## src/rtl/mips_ctrl_pkg.sv

```systemverilog
// ============================================================================
// Module      : mips_ctrl_pkg
// Description : Shared encodings for the multicycle MIPS32 main control:
//               opcodes, FSM states, ALUop, ALU B-source and PC-source
//               selects, and the packed control-output bundle.
// Revision    : 1.0 - initial release
// ============================================================================
`default_nettype none

package mips_ctrl_pkg;

    // Opcodes recognised by the main control (instr[31:26])
    localparam logic [5:0] c_op_rtype = 6'b000000;
    localparam logic [5:0] c_op_lw    = 6'b100011;
    localparam logic [5:0] c_op_sw    = 6'b101011;
    localparam logic [5:0] c_op_beq   = 6'b000100;
    localparam logic [5:0] c_op_j     = 6'b000010;
    localparam logic [5:0] c_op_addi  = 6'b001000;

    // ALUop handed to the ALU control decoder
    localparam logic [1:0] c_aluop_add   = 2'b00;
    localparam logic [1:0] c_aluop_sub   = 2'b01;
    localparam logic [1:0] c_aluop_funct = 2'b10;

    // ALU B-operand select
    localparam logic [1:0] c_srcb_b       = 2'b00;
    localparam logic [1:0] c_srcb_four    = 2'b01;
    localparam logic [1:0] c_srcb_imm     = 2'b10;
    localparam logic [1:0] c_srcb_imm_sl2 = 2'b11;

    // PC source select
    localparam logic [1:0] c_pcsrc_alu    = 2'b00;
    localparam logic [1:0] c_pcsrc_aluout = 2'b01;
    localparam logic [1:0] c_pcsrc_jump   = 2'b10;

    // Main FSM states; the numeric values are visible on state_dbg
    typedef enum logic [3:0] {
        ST_FETCH     = 4'd0,
        ST_DECODE    = 4'd1,
        ST_MEM_ADDR  = 4'd2,
        ST_MEM_READ  = 4'd3,
        ST_MEM_WB    = 4'd4,
        ST_MEM_WRITE = 4'd5,
        ST_R_EXEC    = 4'd6,
        ST_R_WB      = 4'd7,
        ST_BRANCH    = 4'd8,
        ST_JUMP      = 4'd9,
        ST_ADDI_EXEC = 4'd10,
        ST_ADDI_WB   = 4'd11,
        ST_TRAP      = 4'd12
    } state_t;

    // All control outputs as one bundle so reset gating is a single mux
    typedef struct packed {
        logic       pc_write;
        logic       pc_write_cond;
        logic       i_or_d;
        logic       mem_read;
        logic       mem_write;
        logic       ir_write;
        logic       mem_to_reg;
        logic       reg_dst;
        logic       reg_write;
        logic       alu_src_a;
        logic [1:0] alu_src_b;
        logic [1:0] alu_op;
        logic [1:0] pc_source;
        logic       instr_done;
        logic       illegal_op;
    } ctrl_t;

    // True for any opcode this control knows how to sequence
    function automatic logic is_known_op(input logic [5:0] op);
        return (op == c_op_rtype) || (op == c_op_lw)  || (op == c_op_sw) ||
               (op == c_op_beq)   || (op == c_op_j)   || (op == c_op_addi);
    endfunction

endpackage

`default_nettype wire

```

## src/rtl/mips_ctrl_decode.sv

```systemverilog
// ============================================================================
// Module      : mips_ctrl_decode
// Description : Purely combinational control-output decode from the current
//               FSM state, mem_ready and opcode.
//               Optional feature macro: ILLEGAL_TRAP_EN (TRAP state outputs).
// Revision    : 1.0 - initial release
// ============================================================================
`default_nettype none

module mips_ctrl_decode
    import mips_ctrl_pkg::*;
(
    input  logic [3:0] state,
    input  logic       mem_ready,
    input  logic [5:0] opcode,
    output ctrl_t      ctrl
);

    // Per-state control decode; everything not named for a state stays 0
    always_comb begin
        ctrl = '0;
        case (state)
            ST_FETCH: begin
                ctrl.mem_read  = 1'b1;
                ctrl.alu_src_b = c_srcb_four;
                ctrl.alu_op    = c_aluop_add;
                ctrl.pc_source = c_pcsrc_alu;
                // IR and PC only update on the cycle the fetch completes
                ctrl.ir_write  = mem_ready;
                ctrl.pc_write  = mem_ready;
            end
            ST_DECODE: begin
                ctrl.alu_src_b = c_srcb_imm_sl2;
                ctrl.alu_op    = c_aluop_add;
`ifndef ILLEGAL_TRAP_EN
                // Unknown opcodes retire here as a NOP
                ctrl.instr_done = !is_known_op(opcode);
`endif
            end
            ST_MEM_ADDR: begin
                ctrl.alu_src_a = 1'b1;
                ctrl.alu_src_b = c_srcb_imm;
                ctrl.alu_op    = c_aluop_add;
            end
            ST_MEM_READ: begin
                ctrl.mem_read = 1'b1;
                ctrl.i_or_d   = 1'b1;
            end
            ST_MEM_WB: begin
                ctrl.reg_write  = 1'b1;
                ctrl.mem_to_reg = 1'b1;
                ctrl.instr_done = 1'b1;
            end
            ST_MEM_WRITE: begin
                ctrl.mem_write  = 1'b1;
                ctrl.i_or_d     = 1'b1;
                ctrl.instr_done = mem_ready;
            end
            ST_R_EXEC: begin
                ctrl.alu_src_a = 1'b1;
                ctrl.alu_src_b = c_srcb_b;
                ctrl.alu_op    = c_aluop_funct;
            end
            ST_R_WB: begin
                ctrl.reg_write  = 1'b1;
                ctrl.reg_dst    = 1'b1;
                ctrl.instr_done = 1'b1;
            end
            ST_BRANCH: begin
                ctrl.alu_src_a     = 1'b1;
                ctrl.alu_src_b     = c_srcb_b;
                ctrl.alu_op        = c_aluop_sub;
                ctrl.pc_write_cond = 1'b1;
                ctrl.pc_source     = c_pcsrc_aluout;
                ctrl.instr_done    = 1'b1;
            end
            ST_JUMP: begin
                ctrl.pc_write   = 1'b1;
                ctrl.pc_source  = c_pcsrc_jump;
                ctrl.instr_done = 1'b1;
            end
            ST_ADDI_EXEC: begin
                ctrl.alu_src_a = 1'b1;
                ctrl.alu_src_b = c_srcb_imm;
                ctrl.alu_op    = c_aluop_add;
            end
            ST_ADDI_WB: begin
                ctrl.reg_write  = 1'b1;
                ctrl.instr_done = 1'b1;
            end
`ifdef ILLEGAL_TRAP_EN
            ST_TRAP: begin
                ctrl.illegal_op = 1'b1;
            end
`endif
            default: ctrl = '0;
        endcase
    end

endmodule

`default_nettype wire

```

## src/rtl/mips_multicycle_control.sv

```systemverilog
// ============================================================================
// Module      : mips_multicycle_control
// Description : Main control FSM for the multicycle MIPS32 datapath. Holds
//               the state register and next-state logic; output decode lives
//               in mips_ctrl_decode. All outputs forced to 0 while rst is high.
//               Optional feature macro: ILLEGAL_TRAP_EN (unknown opcode traps).
// Revision    : 1.0 - initial release
// ============================================================================
`default_nettype none

module mips_multicycle_control
    import mips_ctrl_pkg::*;
#(
    parameter int STATE_W = 4
) (
    input  logic               clk,
    input  logic               rst,
    input  logic [5:0]         opcode,
    input  logic               mem_ready,
    output logic               pc_write,
    output logic               pc_write_cond,
    output logic               i_or_d,
    output logic               mem_read,
    output logic               mem_write,
    output logic               ir_write,
    output logic               mem_to_reg,
    output logic               reg_dst,
    output logic               reg_write,
    output logic               alu_src_a,
    output logic [1:0]         alu_src_b,
    output logic [1:0]         alu_op,
    output logic [1:0]         pc_source,
    output logic               instr_done,
    output logic               illegal_op,
    output logic [STATE_W-1:0] state_dbg
);

    state_t r_state;
    state_t w_next;
    ctrl_t  w_dec;
    ctrl_t  w_ctrl;

    // State register; reset always lands in FETCH
    always_ff @(posedge clk) begin
        if (rst) begin
            r_state <= ST_FETCH;
        end else begin
            r_state <= w_next;
        end
    end

    // Next-state logic; memory-wait states hold until mem_ready
    always_comb begin
        w_next = r_state;
        case (r_state)
            ST_FETCH:     w_next = mem_ready ? ST_DECODE : ST_FETCH;
            ST_DECODE: begin
                case (opcode)
                    c_op_lw, c_op_sw: w_next = ST_MEM_ADDR;
                    c_op_rtype:       w_next = ST_R_EXEC;
                    c_op_beq:         w_next = ST_BRANCH;
                    c_op_j:           w_next = ST_JUMP;
                    c_op_addi:        w_next = ST_ADDI_EXEC;
`ifdef ILLEGAL_TRAP_EN
                    default:          w_next = ST_TRAP;
`else
                    default:          w_next = ST_FETCH;
`endif
                endcase
            end
            ST_MEM_ADDR:  w_next = (opcode == c_op_sw) ? ST_MEM_WRITE : ST_MEM_READ;
            ST_MEM_READ:  w_next = mem_ready ? ST_MEM_WB : ST_MEM_READ;
            ST_MEM_WB:    w_next = ST_FETCH;
            ST_MEM_WRITE: w_next = mem_ready ? ST_FETCH : ST_MEM_WRITE;
            ST_R_EXEC:    w_next = ST_R_WB;
            ST_R_WB:      w_next = ST_FETCH;
            ST_BRANCH:    w_next = ST_FETCH;
            ST_JUMP:      w_next = ST_FETCH;
            ST_ADDI_EXEC: w_next = ST_ADDI_WB;
            ST_ADDI_WB:   w_next = ST_FETCH;
`ifdef ILLEGAL_TRAP_EN
            ST_TRAP:      w_next = ST_TRAP;
`endif
            default:      w_next = ST_FETCH;
        endcase
    end

    mips_ctrl_decode u_decode (
        .state     (r_state),
        .mem_ready (mem_ready),
        .opcode    (opcode),
        .ctrl      (w_dec)
    );

    // Reset masks every output, including the state view
    assign w_ctrl = rst ? '0 : w_dec;

    assign pc_write      = w_ctrl.pc_write;
    assign pc_write_cond = w_ctrl.pc_write_cond;
    assign i_or_d        = w_ctrl.i_or_d;
    assign mem_read      = w_ctrl.mem_read;
    assign mem_write     = w_ctrl.mem_write;
    assign ir_write      = w_ctrl.ir_write;
    assign mem_to_reg    = w_ctrl.mem_to_reg;
    assign reg_dst       = w_ctrl.reg_dst;
    assign reg_write     = w_ctrl.reg_write;
    assign alu_src_a     = w_ctrl.alu_src_a;
    assign alu_src_b     = w_ctrl.alu_src_b;
    assign alu_op        = w_ctrl.alu_op;
    assign pc_source     = w_ctrl.pc_source;
    assign instr_done    = w_ctrl.instr_done;
`ifdef ILLEGAL_TRAP_EN
    assign illegal_op    = w_ctrl.illegal_op;
`else
    assign illegal_op    = 1'b0;
`endif
    assign state_dbg     = rst ? '0 : STATE_W'(r_state);

endmodule

`default_nettype wire

```

## config.mk

```make
export PLATFORM = sky130hd
export DESIGN_NAME = mips_multicycle_control
export DESIGN_NICKNAME = d
export VERILOG_FILES = /design/src/rtl/mips_ctrl_pkg.sv /design/src/rtl/mips_ctrl_decode.sv /design/src/rtl/mips_multicycle_control.sv
export SDC_FILE = /design/constraint.sdc
export NUM_CORES = 1
export LEC_CHECK = 0
export CORE_MARGIN = 1.5
export CORE_UTILIZATION = 43
export DETAILED_ROUTE_END_ITERATION = 6
export HOLD_SLACK_MARGIN = 0.03
export PLACE_DENSITY = 0.79
export SYNTH_ARGS = -nofsm -noshare
export SYNTH_HDL_FRONTEND = slang
export SYNTH_HIERARCHICAL = 1
export SYNTH_SLANG_ARGS = --single-unit
export TNS_END_PERCENT = 50
```

## constraint.sdc

```tcl
create_clock -name clk -period 1.9 [get_ports clk]
set_input_delay 0.285 -clock clk [delete_from_list [all_inputs] [get_ports clk]]
set_output_delay 0.285 -clock clk [all_outputs]
set_load 0.01 [all_outputs]
```

==> results of run 1 <==
==> metrics by stage <==
stage	hold WS, ns	utilization [%]	power [mW]	instances	TNS [ns]
final	0.667	73.6	0.335	172	-0.0808
after global placement	0.702	71.2	0.227	169	-0.701
after detailed placement	0.714	71.2	0.231	169	-0.709
after floorplan	0.458	-	0.155	111	0
after global routing	0.698	73.6	0.351	172	-0.165
after CTS	0.681	71.9	0.328	172	-0.335
==> per-layer routing <==
layer  global-route usage, %  share of wire, %  up-vias
li1                        -                 -      482
met1                    24.2                42      420
met2                    38.6                52       30
met3                    2.40               4.5        4
met4                    9.41              0.90        0
met5                       0                 0        -
==> repair_timing <==
| action | CTS | global route |
|---|---|---|
| pin swaps | 0 | 0 |
| endpoints found under the setup margin | 18 | 4 |
| gates resized for setup | 22 | 11 |
| buffers inserted | 0 | 0 |
==> final cells by class <==
type                       instances  area, µm²
sequential                         4       87.6
tap                               17       21.3
inverter                           1       3.75
clock buffer                       3       22.5
fill                             142        445
multi-input combinational         97        644
timing repair buffer              50        464
==> power groups by stage <==
stage,Sequential [mW],Clock [mW],Combinational (mW)
finish,0.0881,0.106,0.140
global route,0.0883,0.110,0.153
CTS,0.0865,0.105,0.136
detailed placement,0.0891,0,0.142
global placement,0.0890,0,0.138
floorplan,0.0909,0,0.0645
==> layout by cell type (no fill, tap or decap), types with 2 or more instances in the layout <==
master           instances
nor2b_1                 21
dlygate4sd2_1           16
buf_4                   16
nor3_1                  12
nor2_1                  11
clkdlybuf4s50_1         10
a21oi_1                  6
nand2b_1                 5
nor3b_2                  3
a31oi_1                  3
clkbuf_4                 3
buf_6                    3
dfxtp_2                  3
o21ai_0                  2
or2_2                    2
nand3_1                  2
o21bai_1                 2
nor4_1                   2
xnor2_1                  2
and3_1                   2
dlymetal6s2s_1           2
buf_12                   2
nand2_1                  2
==> worst min path at each step <==
stage	start	endpoint	slack, ns
6_report	r_state[1]	r_state[1]	0.67
5_1_grt	r_state[1]	r_state[1]	0.70
4_1_cts	opcode[1]	r_state[3]	0.68
3_5_place_dp	r_state[1]	r_state[1]	0.71
3_3_place_gp	r_state[1]	r_state[1]	0.70
2_1_floorplan	opcode[1]	r_state[3]	0.46
==> worst max-delay path: cells and delay by family <==
family / cells / cell delay, ns
buffers and inverters: 2 / 0.69
adder cells (fa/ha/maj): 1 / 0.31
AO/OA/AOI/OAI: 2 / 0.28
AND/OR/NAND/NOR: 1 / 0.13
==> summary.txt, run 1 <==
Clk_skew = 0.00123 ns
Comb power frac = 41.9%
TritonCTS clock tree = built
Ports = 31
CP max stage delay = 0.42 ns
Hold-fix buffers, CTS = 0
Worst flop-to-flop path endpoint = r_state[0]
Largest regs = r_state: 4 flops
Layout area overhead = 62.7%
Arr. time, crit path = 1.70 ns
Die ar. = 2040 µm²
GPL Wtd Cong = 0.858
Initial cell density of the core = 45.3%
Synth warn = 6
Die H = 45.2 µm
DP Wirelength = 1600 µm
Max reg flops = 4
Final ANT Viol Nets = 0
Fmax = 505 MHz
Max cap viols = 0
Sw frac = 30.8%
Total core area = 1690 µm²
R2R setup slack = 0.31 ns
Vias in the first global route = 811
Crit path kind = input port to output pin
Chip width = 45.2 µm
Cells after synthesis = 111
DRT iter0 DRCs = 12
Mean post-synth cell area = 6.89 µm²
Largest Register = r_state
CTS Buf Count = 3
Largest net degree at the start of global routing = 23
Pwr per Cell Area = 269 nW/µm²
Status = complete, but fails checks
CTS sink count = 4
Number of antenna violations at the first check in global routing = 0
Final WS setup = -0.0808 ns
P_int = 231 µW
Worst Hold Depth = 3
Clock Pin Slew Worst Setup and Hold Paths = 0.03 ns
Max FO, Critical Path = 2
Final setup violation count = 1
Maximum vdd drop = 288 µV
Mapped cell area = 764 µm²
Pleak = 0.565 nW
End of the critical path = instr_done
Setup WS pre-CTS = -0.339 ns
Critical Path End Type = output pin
Reg power frac = 26.3%
P_sw = 103 µW
# rows = 15
Clk root buf = clkbuf_4
Total GRT Usage = 21.1%
Final period util = 104%
Via density = 5.44
First-pass GRT wire length = 3280 µm
H-tree levels = 1
Port bufs = 29
Reg2Reg Depth = 5
R2r startpoint = r_state[3]
Crit path time final = 1.98 ns
CP startpoint = opcode[3]
Startpoint Class = input port
Fraction of layout instances using a drive strength above 1 = 26.5%
DR DRC count = 0
Crit-path cells = clkdlybuf4s50_1 -> maj3_2 -> o31ai_2 -> a221oi_2 -> nor2b_1 -> dlygate4sd2_1
Final hold violation count = 0
Final nets = 166
CP max-delay cell = clkdlybuf4s50_1
DR vias = 936
Clock network fraction of total power = 31.7%
Routed len/inst = 12.3 µm
Syn Nets = 120
RSZ-0062 raised after global routing = yes
Gr ovfl total = 0
DP Area = 1200 µm²
Fin area = 1240 µm²
Path category of the worst min-delay check = flip-flop to flip-flop
Max clock buf depth = 2
Drt pass-1 iters = 5
WP data required = 1.62 ns
Final wirelength = 2110 µm
Clk_lat worst skew = 0.24 ns
Fin. max-slew vios = 0
Failing checks = setup timing
Antenna diodes = 0
Note: power is estimated with default switching activity, not from simulation.
==> run 2: changes to the inputs <==
--- a/config.mk
+++ b/config.mk
@@ -5,11 +5,12 @@
 export SDC_FILE = /design/constraint.sdc
 export NUM_CORES = 1
 export LEC_CHECK = 0
-export CORE_MARGIN = 1.5
-export CORE_UTILIZATION = 43
+export CORE_AREA = 2 2 39 41
 export DETAILED_ROUTE_END_ITERATION = 6
+export DIE_AREA = 0 0 41 43
+export DONT_BUFFER_PORTS = 1
 export HOLD_SLACK_MARGIN = 0.03
-export PLACE_DENSITY = 0.79
+export PLACE_DENSITY = 0.85
 export SYNTH_ARGS = -nofsm -noshare
 export SYNTH_HDL_FRONTEND = slang
 export SYNTH_HIERARCHICAL = 1
==> run 2 against run 1 <==
Against the previous run:
- the run now ends clean
- clock power is 7% lower
- first-iteration DRC count is 42% higher
- worst hold slack worse by 0.42 ns
- fmax is 11% higher
- register-to-register slack better by 0.09 ns
- critical path depth is 2 lower
- count of clock-buffer cells in the layout stayed put
- non-clock buffer count is 45 lower
- combinational power is 50% lower
- global-route usage is 2.9 points lower
- final cell count is 27% lower
- largest cell class unchanged
- highest routed layer is now met3
==> summary.txt, run 2 (synthesized netlist as in run 1, its figures left out) <==
Ports = 31 (unchanged)
Final wirelength = 1620 µm (-23%)
Max clock buf depth = 2 (unchanged)
Max FO, Critical Path = 6 (+4)
Reg2Reg Depth = 5 (unchanged)
Fin area = 790 µm² (-37%)
Largest Register = r_state
Drt pass-1 iters = 4 (-1)
First-pass GRT wire length = 2350 µm (-28%)
Worst Hold Depth = 2 (-1)
Crit path kind = flip-flop to output pin
Largest regs = r_state: 4 flops
WP data required = 1.62 ns (about the same)
Chip width = 41 µm (-9.2%)
Startpoint Class = flip-flop
Maximum vdd drop = 354 µV (+23%)
Pwr per Cell Area = 325 nW/µm² (+21%)
Setup WS pre-CTS = 0.318 ns (+0.657 ns)
Register area = 81.3 µm² (-7.1%)
Die ar. = 1760 µm² (-14%)
Final ANT Viol Nets = 0 (unchanged)
RSZ-0062 raised after global routing = no
Die H = 43 µm (-4.8%)
Clk_lat worst skew = 0.23 ns (about the same)
Status = finished, final reports clean
Filler cell count in the final layout = 137 (-3.5%)
Pleak = 0.271 nW (-52%)
Via density = 6.04 (+11%)
Final nets = 121 (-27%)
Max cap viols = 0 (unchanged)
Port bufs = 0 (-100%)
Pwr Total = 257 µW (-23%)
Largest net degree at the start of global routing = 23 (unchanged)
DR DRC count = 0 (unchanged)
Arr. time, crit path = 1.49 ns (-0.21 ns)
DRT iter0 DRCs = 17 (+5)
Fmax = 562 MHz (+11%)
Antenna diodes = 0 (unchanged)
Clk root buf = clkbuf_4
DP Wirelength = 1230 µm (-23%)
Gr ovfl total = 0 (unchanged)
DR vias = 761 (-19%)
Total GRT Usage = 18.3% (-2.9 points)
Crit path time final = 1.78 ns (-0.202 ns)
CTS sink count = 4 (unchanged)
Max reg flops = 4 (unchanged)
TritonCTS clock tree = built
Final period util = 93.6% (-11 points)
Clock Pin Slew Worst Setup and Hold Paths = 0.04 ns (about the same)
Vias in the first global route = 601 (-26%)
Clk_skew = 0.00183 ns (+0.000597 ns)
DP Area = 766 µm² (-36%)
Critical Path End Type = output pin
Area of the multi-input gates = 624 µm² (-3.1%)
Final hold violation count = 0 (unchanged)
Most frequent cells in the layout = 21 x nor2b_1, 12 x nor3_1, 11 x nor2_1, 7 x nand2b_1, 6 x a21oi_1
Setup TNS = 0 ns (+0.0808 ns)
Fraction of layout instances using a drive strength above 1 = 15.5% (-11 points)
Most common cell after layout, fill and taps aside = nor2b_1
Final setup violation count = 0 (-1)
Number of antenna violations at the first check in global routing = 0 (unchanged)
Path category of the worst min-delay check = input port to flip-flop
# rows = 14 (-1)
GPL Wtd Cong = 0.810 (-5.6%)
CTS Buf Count = 3 (unchanged)
Final WS setup = 0.121 ns (+0.202 ns)
Routed len/inst = 12.9 µm (+4.9%)
H-tree levels = 1 (unchanged)
Total core area = 1380 µm² (-18%)
Layout area overhead = 3.27%
Fin. max-slew vios = 0 (unchanged)
Initial cell density of the core = 55.2% (+10 points)
[run 2: cell types whose count changed in the layout (fill, tap and decap cells not counted), moves of 2 or more]
cell,change
clkdlybuf4s50_1,-10
buf_4,-11
dfxtp_2,-2
dfxtp_1,+3
nor3b_2,-2
buf_12,-2
nand2b_1,+2
nor3b_1,+2
dlygate4sd2_1,-16
buf_6,-3
dlymetal6s2s_1,-2
[run 2: report_power, final]
part           internal (mW)  switching (mW)  total, mW  leakage, nW
logic                 0.0326          0.0371     0.0697        0.224
registers             0.0864         0.00182     0.0882       0.0330
clock network         0.0703          0.0288     0.0990       0.0138
total                  0.189          0.0677      0.257        0.271
[run 2: through the flow]
stage,utilization [%],hold WS [ns],instances
after floorplan,-,0.458,111
after global placement,55.3,0.480,123
after detailed placement,55.3,0.491,123
after CTS,57.0,0.253,126
after global routing,57.1,0.271,126
final,57.1,0.251,126
[run 2: path summary, 6_finish.rpt]
| path | from | endpoint | slack (ns) |
|---|---|---|---|
| max | r_state[1] | instr_done | 0.12 |
| min | opcode[1] | r_state[3] | 0.25 |
| max reg2reg | r_state[2] | r_state[0] | 0.40 |
| min reg2reg | r_state[3] | r_state[2] | 0.70 |
[run 2: worst max-delay path, stage by stage (launching register included)]
cell	delay, ns
dfxtp_1	0.38
nand2b_1	0.27
o21bai_1	0.12
a221oi_2	0.25
nor2b_1	0.25
[run 2: layout make-up]
type                    instances  share of cell area (%)
clock buffers                   3                    2.85
multi-input cells              97                    79.1
repair buffers                  5                    4.75
well taps                      16                    2.54
inverters                       1                   0.475
flip-flops and latches          4                    10.3
[run 2: what timing repair did]
action                                  CTS  global route
gates resized for setup                   0             1
hold buffers                              0             0
buffers inserted                          0             0
endpoints found under the setup margin    0             3
endpoints found under the hold margin     0             0
[run 2: metal layers]
layer  track usage (%)  vias to the layer above  share of wire [%]
met5                 0                        -                  0
li1                  -                      394                  -
met4              2.00                        0                  0
met3              2.09                        0                6.0
met2              32.8                       28                 50
met1              22.4                      339                 44
==> run 3: changes to the inputs <==
--- a/config.mk
+++ b/config.mk
@@ -11,6 +11,8 @@
 export DONT_BUFFER_PORTS = 1
 export HOLD_SLACK_MARGIN = 0.03
 export PLACE_DENSITY = 0.85
+export RECOVER_POWER = 100
+export SLEW_MARGIN = 20
 export SYNTH_ARGS = -nofsm -noshare
 export SYNTH_HDL_FRONTEND = slang
 export SYNTH_HIERARCHICAL = 1
==> run 3 against run 2 <==
Against the previous run:
- sequential power barely moved
- via count fell by 2.0%
- sequential share of layout area rose by 0.22 points
- register-to-register slack got worse by 0.15 ns
- critical path depth did not move
- die area did not move
- global-route usage did not move
- fmax fell by 0.19%
- clock power barely moved
- first-iteration DRC count fell by 35%
- largest power group unchanged
==> summary.txt, run 3 (synthesized netlist as in run 1, its figures left out) <==
WP data required = 1.62 ns (about the same)
Fmax = 561 MHz (-0.19%)
H-tree levels = 1 (unchanged)
Initial cell density of the core = 55.2% (unchanged)
Hold Startpoint = opcode[1]
Worst path bufs/invs = 0 (unchanged)
Most common cell after layout, fill and taps aside = nor2b_1
Worst flop-to-flop path endpoint = r_state[0]
DR vias = 746 (-2.0%)
Pwr Total = 255 µW (-0.71%)
Arr. time, crit path = 1.50 ns (about the same)
Routed len/inst = 12.9 µm (+0.19%)
Largest Register = r_state
Crit-path cells = nand2b_1 -> o21bai_1 -> a221oi_2 -> nor2b_1
Clock Pin Slew Worst Setup and Hold Paths = 0.04 ns (about the same)
Setup Fix Bufs, Post-CTS = 0 (unchanged)
Final ANT Viol Nets = 0 (unchanged)
Port bufs = 0 (unchanged)
R2r startpoint = r_state[3]
First-pass GRT wire length = 2350 µm (unchanged)
Largest net degree at the start of global routing = 23 (unchanged)
CP max-delay cell = dfxtp_1
# rows = 14 (unchanged)
CP delay by family, top = simple AND/OR/NAND/NOR gates
Final setup violation count = 0 (unchanged)
Clk_lat worst skew = 0.23 ns (about the same)
CTS sink count = 4 (unchanged)
Max clock buf depth = 2 (unchanged)
Fraction of layout instances using a drive strength above 1 = 14.5% (-0.91 points)
Clk_skew = 0.00183 ns (unchanged)
Pleak = 0.266 nW (-1.9%)
Setup TNS = 0 ns (unchanged)
Post-CTS sizing = 0 (unchanged)
Worst Hold Depth = 2 (unchanged)
Final hold violation count = 0 (unchanged)
Via density = 5.92 (-2.0%)
Max reg flops = 4 (unchanged)
Final period util = 93.8% (+0.18 points)
CTS Buf Count = 3 (unchanged)
Reg2Reg Depth = 5 (unchanged)
Max FO, Critical Path = 6 (unchanged)
Final wirelength = 1620 µm (+0.19%)
Clk root buf = clkbuf_4
Crit path kind = flip-flop to output pin
TritonCTS clock tree = built
Final nets = 121 (unchanged)
Number of antenna violations at the first check in global routing = 0 (unchanged)
Vias in the first global route = 601 (unchanged)
Layout area overhead = 1.15%
Die ar. = 1760 µm² (unchanged)
Drt pass-1 iters = 4 (unchanged)
Ports = 31 (unchanged)
Crit path time final = 1.78 ns (+0.00340 ns)
Hold-fix buffers, CTS = 0 (unchanged)
GPL Wtd Cong = 0.810 (unchanged)
Chip width = 41 µm (unchanged)
Pwr per Cell Area = 330 nW/µm² (+1.4%)
Most frequent cells in the layout = 21 x nor2b_1, 12 x nor3_1, 11 x nor2_1, 7 x nand2b_1, 6 x a21oi_1
Startpoint Class = flip-flop
Placed cells = 123 (unchanged)
Total core area = 1380 µm² (unchanged)
DP Wirelength = 1230 µm (unchanged)
Non-filler cells, final = 126 (unchanged)
Gr ovfl total = 0 (unchanged)
Maximum vdd drop = 354 µV (about the same)
Status = finished, final reports clean
Total GRT Usage = 18.3% (unchanged)
Min-Delay Endpoint = r_state[3]
DR DRC count = 0 (unchanged)
Critical Path End Type = output pin
Antenna diodes = 0 (unchanged)
Final Util = 55.9% (-1.2 points)
CP max stage delay = 0.38 ns (about the same)
Die H = 43 µm (unchanged)
Largest regs = r_state: 4 flops
RSZ-0062 raised after global routing = no
R2R setup slack = 0.25 ns (-0.15 ns)
Max cap viols = 0 (unchanged)
Path category of the worst min-delay check = input port to flip-flop
DRT iter0 DRCs = 11 (-6)
Fin. max-slew vios = 0 (unchanged)
-- run 3: cell count changes in the layout (fill, tap and decap cells not counted) --
| cell | before | now |
|---|---|---|
| nor4b_2 | 0 | 1 |
| nor3b_1 | 2 | 3 |
| buf_4 | 5 | 4 |
| nor4b_4 | 1 | 0 |
| clkbuf_2 | 0 | 1 |
| nor3b_2 | 1 | 0 |
-- run 3: power breakdown --
part	internal (mW)	switching (mW)	leakage [nW]
Combinational	0.0310	0.0368	0.219
Sequential	0.0864	0.00189	0.0330
Clock	0.0703	0.0288	0.0138
-- run 3: worst max path at each step --
| stage | slack [ns] | startpoint | cells after the start | end |
|---|---|---|---|---|
| finish | 0.12 | r_state[1] | 4 | instr_done |
| global route | 0.005 | r_state[2] | 4 | reg_write |
| CTS | 0.08 | r_state[3] | 4 | instr_done |
| detailed placement | 0.32 | r_state[3] | 5 | r_state[0] |
| global placement | 0.36 | r_state[3] | 4 | instr_done |
| floorplan | 0.34 | r_state[1] | 4 | instr_done |
-- run 3: per-stage QoR --
step           hold WS [ns]  cell area, µm²  setup WS [ns]
5_1_grt               0.271             773        0.00538
3_3_place_gp          0.480             766          0.355
3_5_place_dp          0.491             766          0.318
6_report              0.251             773          0.118
4_1_cts               0.253             788         0.0785
2_1_floorplan         0.458             764          0.343
-- run 3: final cells by class --
class,count,area (µm²)
clock buffer,3,22.5
fill,142,611
tap,16,20.0
multi-input combinational,97,611
timing repair buffer,5,35.0
sequential,4,81.3
inverter,1,3.75
-- run 3: worst register-to-register path: cells and delay by family (launching register included) --
family / cells / cell delay [ns]
AOI/OAI and AO/OA: 1 / 0.18
buffers and inverters: 1 / 0.20
DFF: 1 / 0.38
and+or+nand+nor: 3 / 0.82
-- run 3: routing by layer --
metal  wire [µm]  share of wire, %  up-vias  global-route usage (%)
met3          95               5.8        0                    2.09
met5           0                 0        -                       0
li1            -                 -      394                       -
met4           0                 0        0                    2.00
met2         811                50       24                    32.8
met1         718                44      328                    22.4
==> variant 1: new RTL, flow settings as in run 1 <==
Set the parameter `STATE_W` to 3 (it was 4).
--- a/src/rtl/mips_multicycle_control.sv
+++ b/src/rtl/mips_multicycle_control.sv
@@ -12,5 +12,5 @@
     import mips_ctrl_pkg::*;
 #(
-    parameter int STATE_W = 4
+    parameter int STATE_W = 3
 ) (
     input  logic               clk,
Ports: changed (resized state_dbg); port bits go from 31 to 30. No check against the original RTL was run, so the function may have changed too.
==> variant 1 against run 1 <==
Sequential cell count stayed put. Non-clock buffer count stayed put. Highest routed layer unchanged. Synthesized area decreased by 0.82%. Total power shrank 3.4%. Clock power down 5%. Critical endpoint unchanged. Worst setup slack gained 0.12 ns. Via count is 0.75% higher. Wire length is 3.5% lower. Synthesized cell count is 0.90% lower. Design area shrank 4.3%.
==> variant 1: results (changes against run 1) <==
CP endpoint: instr_done (unchanged)
Crit path from: opcode[3] (unchanged)
Starting DRT DRC Count: 21 (was 12)
Vias: 943 (was 936)
Synth Area per Inst: 6.89 sq um (about the same)
Worst skew pair latency: 0.23 ns
Final GP Congestion: 0.829 (was 0.858)
Reg-to-reg endpoint: r_state[0] (unchanged)
Vias per std cell: 5.55 (was 5.44)
Post-Syn Nets: 119 (was 120)
Hpwl dp: 1620 um (was 1600 um)
Vias in the first global route: 810 (was 811)
Ant diodes: 0 (unchanged)
Total track usage: 22.0% (was 21.1%)
Clk buf depth: 2 (unchanged)
Worst path arrival time: 1.58 ns (was 1.70 ns)
Status: complete, no violations (was complete, but fails checks)
R2R Path Start: r_state[3] (unchanged)
Number of fill cells: 141 (was 142)
Synth warn: 6 (unchanged)
Layout Nets: 165 (was 166)
Hold-fix buffers at CTS: 0 (unchanged)
Port bufs: 28 (was 29)
CTS Buf Count: 3 (unchanged)
Final wirelength: 2040 um (was 2110 um)
Total iterations of the first detailed-routing run: 4 (was 5)
Share of cells above drive strength 1: 26.0% (was 26.5%)
VDD IR max: 0.000443 V (was 0.000288 V)
Largest net degree at the start of global routing: 22 (was 23)
First-pass GRT wire length: 3350 um (was 3280 um)
Static leakage: 0.544 nW (was 0.565 nW)
H-Tree Level Count: 1 (unchanged)
Clock Skews: 0.00176 ns (was 0.00123 ns)
Crit path max fanout: 2 (unchanged)
Inst Count DP: 167 (was 169)
Initial antenna violation count: 0 (unchanged)
Worst R2R Setup Slack: 0.39 ns (was 0.31 ns)
Setup Buffers After CTS: 0 (unchanged)
## variant 1: critical path, cell delays in order
cell,delay (ns)
clkdlybuf4s50_1,0.42
maj3_2,0.31
o31ai_2,0.23
a221oi_2,0.08
nor2b_1,0.13
clkbuf_2,0.12
## variant 1: area by class of cell
class                   instances  area, sq um  area share, %
multi-input cells              96          631           53.0
repair buffers                 50          429           36.1
flip-flops and latches          4         83.8           7.05
inverters                       1         3.75          0.315
clock buffers                   3         22.5           1.89
well taps                      16         20.0           1.68
## variant 1: what timing repair did
item / CTS / global route
endpoints found under the setup margin: 17 / 8
pin swaps: 0 / 1
hold endpoints to repair: 0 / 0
resized for setup: 22 / 7
## variant 1: worst min-delay path by stage
stage,start,to,slack (ns),cells after the start
CTS,opcode[1],r_state[3],0.68,4
global placement,r_state[1],r_state[1],0.74,3
global route,opcode[1],r_state[3],0.72,4
floorplan,opcode[1],r_state[3],0.46,2
finish,r_state[1],r_state[1],0.68,3
detailed placement,r_state[1],r_state[1],0.74,3
## variant 1: layer usage
metal	vias to the layer above	track usage (%)	share of wire [%]
li1	478	-	-
met1	431	22.9	41
met2	30	44.3	53
met3	4	2.40	4.2
met4	0	7.06	1.7
met5	-	0	0
## variant 1: power breakdown
group	leakage, nW	switching (W)	internal [W]
registers	0.0340	0.00000213	0.0000865
logic	0.496	0.0000623	0.0000707
clock network	0.0138	0.0000311	0.0000703
## variant 1: stage by stage
| stage | cell area (sq um) | setup slack [ns] | util, % | setup TNS (ns) | total power, W |
|---|---|---|---|---|---|
| after global routing | 1190 | -0.0104 | 75.5 | -0.0301 | 0.000344 |
| after global placement | 1170 | -0.319 | 74.0 | -0.679 | 0.000223 |
| after floorplan | 758 | 0.343 | - | 0 | 0.000155 |
| after CTS | 1180 | -0.0848 | 74.6 | -0.0848 | 0.000326 |
| after detailed placement | 1170 | -0.336 | 74.0 | -0.762 | 0.000227 |
| final | 1190 | 0.0361 | 75.5 | 0 | 0.000323 |
==> variant 2: new RTL, flow settings as in run 1 <==
Made on the original files. Put a register stage on the output `state_dbg`. The value now appears one clock later. The other outputs are not delayed to match.
--- a/src/rtl/mips_multicycle_control.sv
+++ b/src/rtl/mips_multicycle_control.sv
@@ -115,5 +115,7 @@
     assign illegal_op    = 1'b0;
 `endif
-    assign state_dbg     = rst ? '0 : STATE_W'(r_state);
+    always_ff @(posedge clk) begin
+        state_dbg <= rst ? '0 : STATE_W'(r_state);
+    end
 
 endmodule
Formal check against the unedited RTL: not equivalent (a bounded check fails within 4 cycles, from zero or initial values and one cycle with rst high).
==> variant 2 against run 1 <==
Wire length up 5.8%. Register-to-register slack worse by 0.29 ns. Design area up 5.9%. Critical endpoint is now r_state[0]. Sequential cell count up 4. Synthesized area up 11%. Worst setup slack better by 0.099 ns. Hold slack worse by 0.076 ns. Total power up 33%. Clock skew up 0.00098 ns. Clock power up 21%. Non-clock buffer count up 3.
==> variant 2: results (changes against run 1) <==
Final wirelength: 2230 um (was 2110 um)
Slack of the critical path: 0.0185 ns (was -0.0808 ns)
Worst skew pair latency: 0.26 ns (was 0.24 ns)
Clock Skews: 0.00221 ns (was 0.00123 ns)
Largest net degree at the start of global routing: 23 (unchanged)
Total iterations of the first detailed-routing run: 4 (was 5)
Port bufs: 29 (unchanged)
H-Tree Level Count: 1 (unchanged)
Worst path arrival time: 2.06 ns (was 1.70 ns)
Vias in the first global route: 868 (was 811)
Crit path max fanout: 6 (was 2)
Clock-pin slew on the worst setup and hold paths: 0.05 ns (was 0.03 ns)
Total track usage: 23.1% (was 21.1%)
Synth warn: 6 (unchanged)
CTS Buf Count: 3 (unchanged)
Critical path's largest stage delay: 0.55 ns (was 0.42 ns)
Starting DRT DRC Count: 22 (was 12)
Vias: 962 (was 936)
Hpwl dp: 1730 um (was 1600 um)
Clk buf depth: 2 (unchanged)
Reg2reg path depth: 5 (unchanged)
Setup crit end kind: register (was primary output)
Crit path from: r_state[1] (was opcode[3])
First-pass GRT wire length: 3590 um (was 3280 um)
Largest regs: r_state x4, state_dbg x4 (was r_state x4)
Status: complete, no violations (was complete, but fails checks)
Ant diodes: 0 (unchanged)
Slowest cell on crit path: or4b_4 (was clkdlybuf4s50_1)
VDD IR max: 0.000339 V (was 0.000288 V)
Post-Syn Nets: 125 (was 120)
Startpoint types: register (was primary input)
Reg-to-reg endpoint: r_state[0] (unchanged)
CP delay by family, top: simple AND/OR/NAND/NOR gates (was buffers and inverters)
Synth Area per Inst: 7.29 sq um (was 6.89 sq um)
Static leakage: 0.574 nW (was 0.565 nW)
Worst R2R Setup Slack: 0.02 ns (was 0.31 ns)
Final non-filler cell total: 187 (was 172)
Share of cells above drive strength 1: 29.0% (was 26.5%)
Worst slack, placed: -0.373 ns (was -0.339 ns)
Initial antenna violation count: 0 (unchanged)
Inst Count DP: 184 (was 169)
Tightest Hold Check Type: in2reg (was reg2reg)
Setup Buffers After CTS: 0 (unchanged)
Final GP Congestion: 0.796 (was 0.858)
Layout Nets: 173 (was 166)
Clock root buffer: clkbuf_4 (unchanged)
variant 2: area by class of cell:
class                      instances  area, sq um
multi-input combinational         98          652
fill                             144          465
timing repair buffer              53          448
sequential                         8          164
tap                               25         31.3
clock buffer                       3         22.5
variant 2: what timing repair did:
item / 4_1_cts / 5_1_grt
endpoints found under the setup margin: 18 / 13
pin swaps: 2 / 3
resized for setup: 25 / 18
variant 2: worst min-delay path by stage:
stage	startpoint	end	slack (ns)	depth (start not counted)
detailed placement	r_state[2]	state_dbg[2]	0.65	2
CTS	r_state[2]	state_dbg[2]	0.66	2
floorplan	rst	state_dbg[3]	0.36	1
global placement	r_state[2]	state_dbg[2]	0.64	2
global route	opcode[0]	r_state[3]	0.62	4
finish	opcode[0]	r_state[3]	0.59	4
variant 2: metal layers:
layer / vias to the layer above / wire (um) / GRT usage, %
li1: 503 / - / -
met1: 432 / 961 / 26.8
met2: 23 / 1150 / 39.5
met3: 4 / 80 / 5.77
met4: 0 / 40 / 10.6
met5: - / 0 / 0
variant 2: metrics by stage:
step / utilization [%] / cell area [sq um]
global placement: 73.0 / 1300
floorplan: - / 846
global route: 73.9 / 1320
detailed placement: 73.0 / 1300
CTS: 74.2 / 1320
finish: 73.9 / 1320
variant 2: power breakdown:
group	leakage, nW	internal (W)	total (W)	switching, W
Sequential	0.0662	0.000172	0.000174	0.00000281
Clock	0.0138	0.0000721	0.000128	0.0000562
Combinational	0.494	0.0000773	0.000143	0.0000655
Total	0.574	0.000321	0.000446	0.000125
variant 2: worst register-to-register path: cells and delay by family, from the launching register on:
kind                   cells  cell delay [ns]
flip-flops                 1             0.33
AO/OA/AOI/OAI              1             0.15
buffers and inverters      1             0.15
AND/OR/NAND/NOR            3             1.18
